[src/rtl/memoria_arbitro_pkg.sv]
// memoria_arbitro_pkg: shared states, port ids and default widths for the memoria arbiter.
package memoria_arbitro_pkg;
  typedef enum logic [1:0] {IDLE, ACESSO, ESPERA} estado_t;
  localparam logic PORTA_A = 1'b0;
  localparam logic PORTA_B = 1'b1;
  localparam int DATA_WIDTH_PAD = 8;
  localparam int ADDR_WIDTH_PAD = 4;
endpackage

[src/rtl/memoria_arbitro_rr.sv]
// rr_arbitro_2: 2-way round-robin picker; the pointer names the port favoured on a tie.
module rr_arbitro_2
  import memoria_arbitro_pkg::*;
(
  input  logic [1:0] i_req,
  input  logic       i_ptr,
  input  logic       i_upd,
  output logic [1:0] o_gnt,
  output logic       o_ptr_nxt
);
  always_comb begin
    o_gnt = &i_req ? (i_ptr == PORTA_B ? 2'b10 : 2'b01) : i_req;
    o_ptr_nxt = (i_upd && &i_req) ? ~i_ptr : i_ptr;
  end
endmodule

[src/rtl/memoria_arbitro.sv]
// memoria_arbitro: serialises two requesters onto the memoria RAM (registered read, falling-edge write).
// MEMORIA_ARB_PRIO_FIXA_EN selects fixed priority (A wins ties) instead of round-robin.
module memoria_arbitro
  import memoria_arbitro_pkg::*;
#(
  parameter int DATA_WIDTH = DATA_WIDTH_PAD,
  parameter int ADDR_WIDTH = ADDR_WIDTH_PAD
) (
  input  logic                  clock,
  input  logic                  reset,
  input  logic                  req_a,
  input  logic                  we_a,
  input  logic [ADDR_WIDTH-1:0] addr_a,
  input  logic [DATA_WIDTH-1:0] wdata_a,
  output logic                  gnt_a,
  output logic                  rvalid_a,
  input  logic                  req_b,
  input  logic                  we_b,
  input  logic [ADDR_WIDTH-1:0] addr_b,
  input  logic [DATA_WIDTH-1:0] wdata_b,
  output logic                  gnt_b,
  output logic                  rvalid_b,
  output logic [DATA_WIDTH-1:0] rdata,
  output logic [DATA_WIDTH-1:0] mem_data,
  output logic [ADDR_WIDTH-1:0] mem_write_addr,
  output logic [ADDR_WIDTH-1:0] mem_read_addr,
  output logic                  mem_EscMen,
  input  logic [DATA_WIDTH-1:0] mem_saida
);
  estado_t r_state, w_state_nxt;
  logic r_port, r_we, r_rvalid_a, r_rvalid_b;
  logic [ADDR_WIDTH-1:0] r_addr;
  logic [DATA_WIDTH-1:0] r_wdata, r_rdata;
  logic [1:0] w_gnt;
  logic w_amostra;
  assign w_amostra = r_state == IDLE;
`ifdef MEMORIA_ARB_PRIO_FIXA_EN
  assign w_gnt = {req_b & ~req_a, req_a};
`else
  logic r_ptr, w_ptr_nxt;
  rr_arbitro_2 u_rr (
    .i_req    ({req_b, req_a}),
    .i_ptr    (r_ptr),
    .i_upd    (w_amostra),
    .o_gnt    (w_gnt),
    .o_ptr_nxt(w_ptr_nxt)
  );
  always_ff @(posedge clock or posedge reset)
    if (reset) r_ptr <= PORTA_A;
    else r_ptr <= w_ptr_nxt;
`endif
  always_comb begin
    w_state_nxt = r_state;
    gnt_a = 1'b0;
    gnt_b = 1'b0;
    mem_EscMen = 1'b0;
    w_state_nxt = r_state == IDLE ? (|w_gnt ? ACESSO : IDLE) :
                  r_state == ACESSO ? (r_we ? IDLE : ESPERA) : IDLE;
    gnt_a = r_state == ACESSO && r_port == PORTA_A;
    gnt_b = r_state == ACESSO && r_port == PORTA_B;
    mem_EscMen = r_state == ACESSO && r_we;
  end
  // request fields are captured at the sample edge so the requester may move on after gnt
  always_ff @(posedge clock or posedge reset)
    if (reset) begin
      r_state <= IDLE;
      r_port <= PORTA_A;
      r_we <= 1'b0;
      r_addr <= '0;
      r_wdata <= '0;
      r_rdata <= '0;
      r_rvalid_a <= 1'b0;
      r_rvalid_b <= 1'b0;
    end else begin
      r_state <= w_state_nxt;
      r_rvalid_a <= r_state == ESPERA && r_port == PORTA_A;
      r_rvalid_b <= r_state == ESPERA && r_port == PORTA_B;
      if (r_state == ESPERA) r_rdata <= mem_saida;
      if (w_amostra && |w_gnt) begin
        r_port <= w_gnt[1];
        r_we <= w_gnt[1] ? we_b : we_a;
        r_addr <= w_gnt[1] ? addr_b : addr_a;
        r_wdata <= w_gnt[1] ? wdata_b : wdata_a;
      end
    end
  assign rvalid_a = r_rvalid_a;
  assign rvalid_b = r_rvalid_b;
  assign rdata = r_rdata;
  assign mem_data = r_wdata;
  assign mem_write_addr = r_addr;
  assign mem_read_addr = r_addr;
endmodule

[config.mk]
export PLATFORM = sky130hd
export DESIGN_NAME = memoria_arbitro
export DESIGN_NICKNAME = d
export VERILOG_FILES = /design/src/rtl/memoria_arbitro_pkg.sv /design/src/rtl/memoria_arbitro_rr.sv /design/src/rtl/memoria_arbitro.sv
export SDC_FILE = /design/constraint.sdc
export NUM_CORES = 1
export LEC_CHECK = 0
export CAP_MARGIN = 20
export CORE_MARGIN = 10
export CORE_UTILIZATION = 39
export DETAILED_ROUTE_END_ITERATION = 10
export PLACE_DENSITY = 0.86
export SLEW_MARGIN = 5
export SYNTH_ARGS = -nofsm -noshare
export SYNTH_HDL_FRONTEND = slang
export SYNTH_SLANG_ARGS = --single-unit
export TNS_END_PERCENT = 50
[constraint.sdc]
create_clock -name clock -period 1.69 [get_ports clock]
set_input_delay 0.338 -clock clock [delete_from_list [all_inputs] [get_ports clock]]
set_output_delay 0.338 -clock clock [all_outputs]
set_load 0.01 [all_outputs]
==> impl_metrics.py, run 1 <==
metrics = {
    "run_status": {
        "status": "finished, final reports clean",
    },
    "sta": {
        "holdWs_ns": 0.3381,
        "slew_headroom_pct": 63.68,
        "fin_skew_ns": 0.002328,
        "fmax_mhz": 607.9,
        "finalSetupViolCount": 0,
        "min_period_ns": 1.645,
        "worstMarginPinSlew_ns": 0.5448,
        "slew_viol_final": 0,
        "min_period_over_period_pct": 97.33,
        "final-hold-violation-count": 0,
        "setup_tns_ns": 0,
    },
    "logic_synthesis": {
        "ys_ff_latch": 27,
        "yosys_warnings": 0,
        "syn_inst": 122,
        "postSynthAreaPerCell_um2": 10.65,
        "netlist_area_um2": 1299,
        "ys_types": 21,
        "syn-num-nets": 160,
        "ys_seq_area_share_pct": 52.02,
    },
    "pwr": {
        "vdd_drop_max_mv": 0.6721,
        "cellLeakagePower_nw": 0.8549,
        "p_per_area_nw_per_um2": 1602,
        "total_power_mw": 3.230,
    },
    "critical_path": {
        "slowest_delay_ns": 0.56,
        "critPathBufInv": 1,
        "end_kind": "output port",
        "arrival_ns": 1.31,
        "critical_path_class": "reg2out",
        "rrSetupSlack_ns": 0.29,
        "crit_fanout": 3,
        "crit_chain": "clkdlybuf4s50_1",
        "critPathTopFamily": "buffers and inverters",
        "worstPathRequired_ns": 1.35,
        "start_kind": "flip-flop",
        "slowest_stage": "clkdlybuf4s50_1",
    },
    "cells_and_area": {
        "nets": 225,
        "layout_commonest_cell": "clkdlybuf4s50_1",
        "post-route-util_pct": 64.44,
        "final_cell_mix": "clkdlybuf4s50_1, dfrtp_1, nand3_1, o21ai_0, a21oi_1",
        "layout-drive-gt1-share_pct": 14.52,
        "synthToLayoutAreaGrowth_pct": 55.20,
        "stdcell_count": 230,
        "diodes": 0,
    },
    "detailed_routing": {
        "vias_per_cell": 5.074,
        "num_vias": 1167,
        "drt-total-wl_um": 3845,
        "post-route-drc-count": 0,
        "antenna_left": 0,
        "avgRoutedWirePerCell_um": 16.72,
        "first_pass_iters": 4,
        "drt-initial-drc-count": 62,
    },
    "global_route": {
        "grt_remaining_overflow": 0,
        "grt_pass1_vias": 1240,
        "grt_pass1_wl_um": 6147,
        "grt_max_degree": 28,
        "antenna_found_initial": 0,
        "grt_use_total_pct": 12.27,
    },
    "floorplan": {
        "coreArea_um2": 3128,
        "io_pins": 67,
        "die-height_um": 77.71,
        "rows": 20,
        "die-area_um2": 6038,
        "start_util_pct": 41.52,
        "die_w_um": 77.71,
    },
    "clock_tree": {
        "clk-insertion-delay-late_ns": 0.33,
        "root_buffer": "clkbuf_4",
        "cts_max_path_buffers": 2,
        "numCtsBuffers": 3,
        "cts_htree_levels": 1,
        "clkSlewWorstSetupHoldPaths_ns": 0.15,
        "tritoncts": "yes",
        "cts.sinks": 27,
    },
    "place": {
        "dp_cells": 225,
        "gp_congestion": 0.7810,
        "hpwl_um": 3028,
        "numPortBuffers": 66,
    },
    "min_path": {
        "hold_class": "in2async",
    },
    "flow_run": {
        "drv_cap": 0,
    },
}
## kinds of logic after synthesis
group                     count (synthesis)  share of synthesized area, %
and+or+nand+nor                          28                         11.18
xor gates and xnor gates                  1                        0.6745
DFF                                      27                         52.02
buffers and inverters                    18                         8.188
AOI/OAI and AO/OA                        40                         21.00
muxes                                     8                         6.937
## per-stage QoR
step                setup slack [ns]  cell area (um^2)
global placement             0.08942              1976
floorplan                     0.3937              1299
global route                -0.01820              2016
detailed placement           0.03519              1976
finish                       0.04506              2016
CTS                          0.01178              2004
## power breakdown
group / internal, mW / switching, mW
registers: 0.960 / 0.192
clock network: 0.0906 / 0.202
logic: 0.962 / 0.824
total: 2.01 / 1.22
## synthesized netlist by cell type
cell	number	area [um^2]
dfrtp_1	27	675.7
nand3_1	14	70.07
a21oi_1	13	65.06
o21ai_0	13	65.06
a31oi_2	9	112.6
mux2_1	8	90.09
nor2_1	7	26.28
clkbuf_1	6	22.52
a31oi_1	4	25.02
buf_4	4	30.03
buf_6	3	33.78
inv_1	3	11.26
nand2b_1	3	18.77
and2_4	1	8.760
and3_1	1	6.260
buf_2	1	5.000
inv_2	1	3.750
nor2b_1	1	6.260
o21ai_1	1	5.000
or2_4	1	8.760
xor2_1	1	8.760
## area by class of cell
type                    instances  area [um^2]
flip-flops and latches         27        675.6
clock inverters                 1        7.507
inverters                       4        15.01
multi-input cells              77        516.7
fillers                       266         1112
well taps                      44        55.05
repair buffers                 74        723.2
clock buffers                   3        22.52
## worst min-delay path, stage by stage
cell and delay (ns):
clkdlybuf4s50_1 0.39, inv_1 0.05, buf_4 0.31
## metal layers
layer | GRT usage, % | vias up | wire, um
met5 | 0 | - | 0
li1 | - | 555 | -
met3 | 4.839 | 4 | 291
met2 | 21.72 | 52 | 1958
met4 | 3.832 | 0 | 29
met1 | 13.04 | 556 | 1567
## worst paths after layout
| path | end | from | cells past startpoint |
|---|---|---|---|
| worst max-delay path | mem_read_addr[1] | mem_read_addr[1] | 1 |
| worst max register to register | mem_read_addr[0] | r_state[0] | 3 |
| min in group clock | rvalid_a | r_port | 1 |
| max in group asynchronous | rvalid_a | reset | 3 |
| worst min-delay path | rdata[1] | reset | 3 |
| worst min register to register | rvalid_a | r_port | 1 |
## registers in the layout, summed over array words and instances, names as in the netlist
name,count
mem_data,8
rdata,8
mem_read_addr,4
r_state,2
r_port,1
r_ptr,1
r_we,1
rvalid_a,1
rvalid_b,1
## repair_timing
action / CTS / global route
gates resized for setup: 5 / 11
setup buffers: 0 / 1
endpoints found under the setup margin: 3 / 11
hold buffers: 0 / 0
Power figures use the tool's default switching activity.
==> run 2, diff against run 1 <==
ABC_AREA = 1   (was not set)
CORE_UTILIZATION = 40   (was 39)
==> impl_metrics.py, run 2 <==
metrics = {
    "run_status": {
        "status": "finished, final reports clean",
    },
    "logic_synthesis": {
        "synth.most_common_cell": "nand2_1",
        "ys_seq_area_share_pct": 49.00,
        "synth_ff_type": "dfrtp_1",
        "synthMuxAreaShare_pct": 0,
        "yosys_warnings": 0,
        "synthArstFlopShare_pct": 100.0,
        "ys_types": 17,
        "syn-num-nets": 216,
        "synthAdderAreaFrac_pct": 0,
        "netlist_area_um2": 1379,
        "synth-compound-area-share_pct": 0.3630,
        "ys_top_cells_by_count": "nand2_1, nand3_1, inv_1, dfrtp_1, nor2_1",
        "postSynthAreaPerCell_um2": 7.746,
        "syn_inst": 178,
        "yosys.area.top_type": "dfrtp_1",
        "synth_edf_count": 0,
        "synth_top_area_share_pct": 49.00,
        "synth_area_leaders": "dfrtp_1, nand2_1, nand3_1",
        "ys_ff_latch": 27,
        "synth_top_family_by_area": "simple AND/OR/NAND/NOR gates",
        "synth-simple-area-share_pct": 34.30,
        "synth_xor_area_share_pct": 0.6352,
    },
    "global_route": {
        "grt_use_total_pct": 12.05,
        "grt_pass1_vias": 1255,
        "grt_pass1_wl_um": 6210,
        "grt_max_degree": 28,
        "grt_remaining_overflow": 0,
        "antenna_found_initial": 0,
    },
    "cells_and_area": {
        "layout_commonest_cell": "clkdlybuf4s50_1",
        "stdcell_count": 288,
        "synthToLayoutAreaGrowth_pct": 50.09,
        "layout-drive-gt1-share_pct": 6.612,
        "fillCellCount": 313,
        "diodes": 0,
        "nets": 281,
        "final_cell_mix": "clkdlybuf4s50_1, nand2_1, nand3_1, inv_1, dfrtp_1",
    },
    "floorplan": {
        "die-area_um2": 6195,
        "die_w_um": 78.71,
        "die-height_um": 78.71,
        "rows": 21,
        "coreArea_um2": 3337,
        "io_pins": 67,
        "start_util_pct": 41.32,
    },
    "critical_path": {
        "slowest_delay_ns": 0.56,
        "critPathTopFamily": "buffers and inverters",
        "crit_fanout": 3,
        "reg2reg_depth": 6,
        "start_kind": "flip-flop",
        "critical_path_class": "reg2out",
        "crit_chain": "clkdlybuf4s50_1",
        "path_depth": 1,
        "slowest_stage": "clkdlybuf4s50_1",
        "arrival_ns": 1.31,
        "critPathBufInv": 1,
        "worstPathRequired_ns": 1.35,
        "end_kind": "output port",
    },
    "pwr": {
        "vdd_drop_max_mv": 0.5892,
        "cellLeakagePower_nw": 1.085,
        "total_power_mw": 3.210,
        "p_per_area_nw_per_um2": 1551,
    },
    "detailed_routing": {
        "antenna_left": 0,
        "num_vias": 1273,
        "vias_per_cell": 4.420,
        "post-route-drc-count": 0,
        "avgRoutedWirePerCell_um": 12.92,
        "drt-total-wl_um": 3722,
        "first_pass_iters": 4,
        "drt-initial-drc-count": 64,
    },
    "sta": {
        "min_period_ns": 1.646,
        "slew_headroom_pct": 77.41,
        "setup_tns_ns": 0,
        "slew_viol_final": 0,
        "min_period_over_period_pct": 97.39,
        "fmax_mhz": 607.6,
        "worstMarginPinSlew_ns": 0.3388,
        "finalSetupViolCount": 0,
        "fin_skew_ns": 0.01308,
        "rsz0062_at_grt": "no",
        "final-hold-violation-count": 0,
    },
    "min_path": {
        "hold_class": "in2async",
    },
    "clock_tree": {
        "cts_max_path_buffers": 2,
        "clk-insertion-delay-late_ns": 0.33,
        "numCtsBuffers": 3,
        "clkSlewWorstSetupHoldPaths_ns": 0.15,
        "cts_htree_levels": 1,
        "tritoncts": "yes",
        "cts.sinks": 27,
        "root_buffer": "clkbuf_4",
        "ctsHoldBuffers": 0,
    },
    "place": {
        "hpwl_um": 3039,
        "dp_cells": 284,
        "numPortBuffers": 66,
        "gp_congestion": 0.7697,
    },
    "flow_run": {
        "drv_cap": 0,
    },
}
==> run 2: final timing paths <==
path                                  startpoint                 to  slack [ns]
worst max-delay path            mem_read_addr[2]  mem_write_addr[2]        0.04
worst min-delay path                       reset           rdata[5]        0.34
worst max register to register        r_state[0]             r_port        0.41
worst min register to register              r_we         r_state[1]        0.47
max in group asynchronous                  reset               r_we        1.08
min in group clock                          r_we         r_state[1]        0.47
==> run 2: cells by family after synthesis <==
logic type | count (synthesis)
AOI/OAI and AO/OA | 1
xor gates and xnor gates | 1
buffers and inverters | 44
DFF | 27
and+or+nand+nor | 105
==> run 2: cell type report <==
| cell class | count | area (um^2) | share of cell area (%) |
|---|---|---|---|
| flip-flops and latches | 27 | 675.6 | 32.65 |
| clock buffers | 4 | 26.28 | 1.270 |
| well taps | 46 | 57.56 | 2.781 |
| multi-input cells | 107 | 486.7 | 23.52 |
| inverters | 33 | 127.6 | 6.167 |
| repair buffers | 71 | 695.7 | 33.62 |
==> run 2: power breakdown <==
| part | internal [mW] | switching (mW) |
|---|---|---|
| Clock | 0.0924 | 0.185 |
| Sequential | 0.960 | 0.191 |
| Combinational | 0.882 | 0.900 |
==> run 2: repair_timing <==
item,CTS,global route
buffers inserted,0,0
setup endpoints to repair,3,1
pin swaps,0,0
gates resized for setup,3,1
==> run 2: worst min-delay path, delay by kind of cell <==
family | cells | cell delay (ns)
buf+inv | 3 | 0.75
==> run 2: layer usage <==
metal | up-vias | GRT usage, % | share of wire [%]
li1 | 659 | - | -
met4 | 0 | 3.226 | 0.67
met2 | 46 | 19.82 | 47
met1 | 564 | 15.02 | 45
met5 | - | 0 | 0
met3 | 4 | 3.604 | 7.2
==> run 2: through the flow <==
step,cell area [um^2],hold WS [ns],utilization [%],setup WS [ns]
6_report,2069,0.3407,62.02,0.04415
5_1_grt,2069,0.3677,62.02,0.001317
4_1_cts,2068,0.3531,61.98,0.03590
3_5_place_dp,2046,0.4564,61.30,0.05662
3_3_place_gp,2046,0.4523,61.30,0.07515
2_1_floorplan,1379,0.3907,-,0.5607
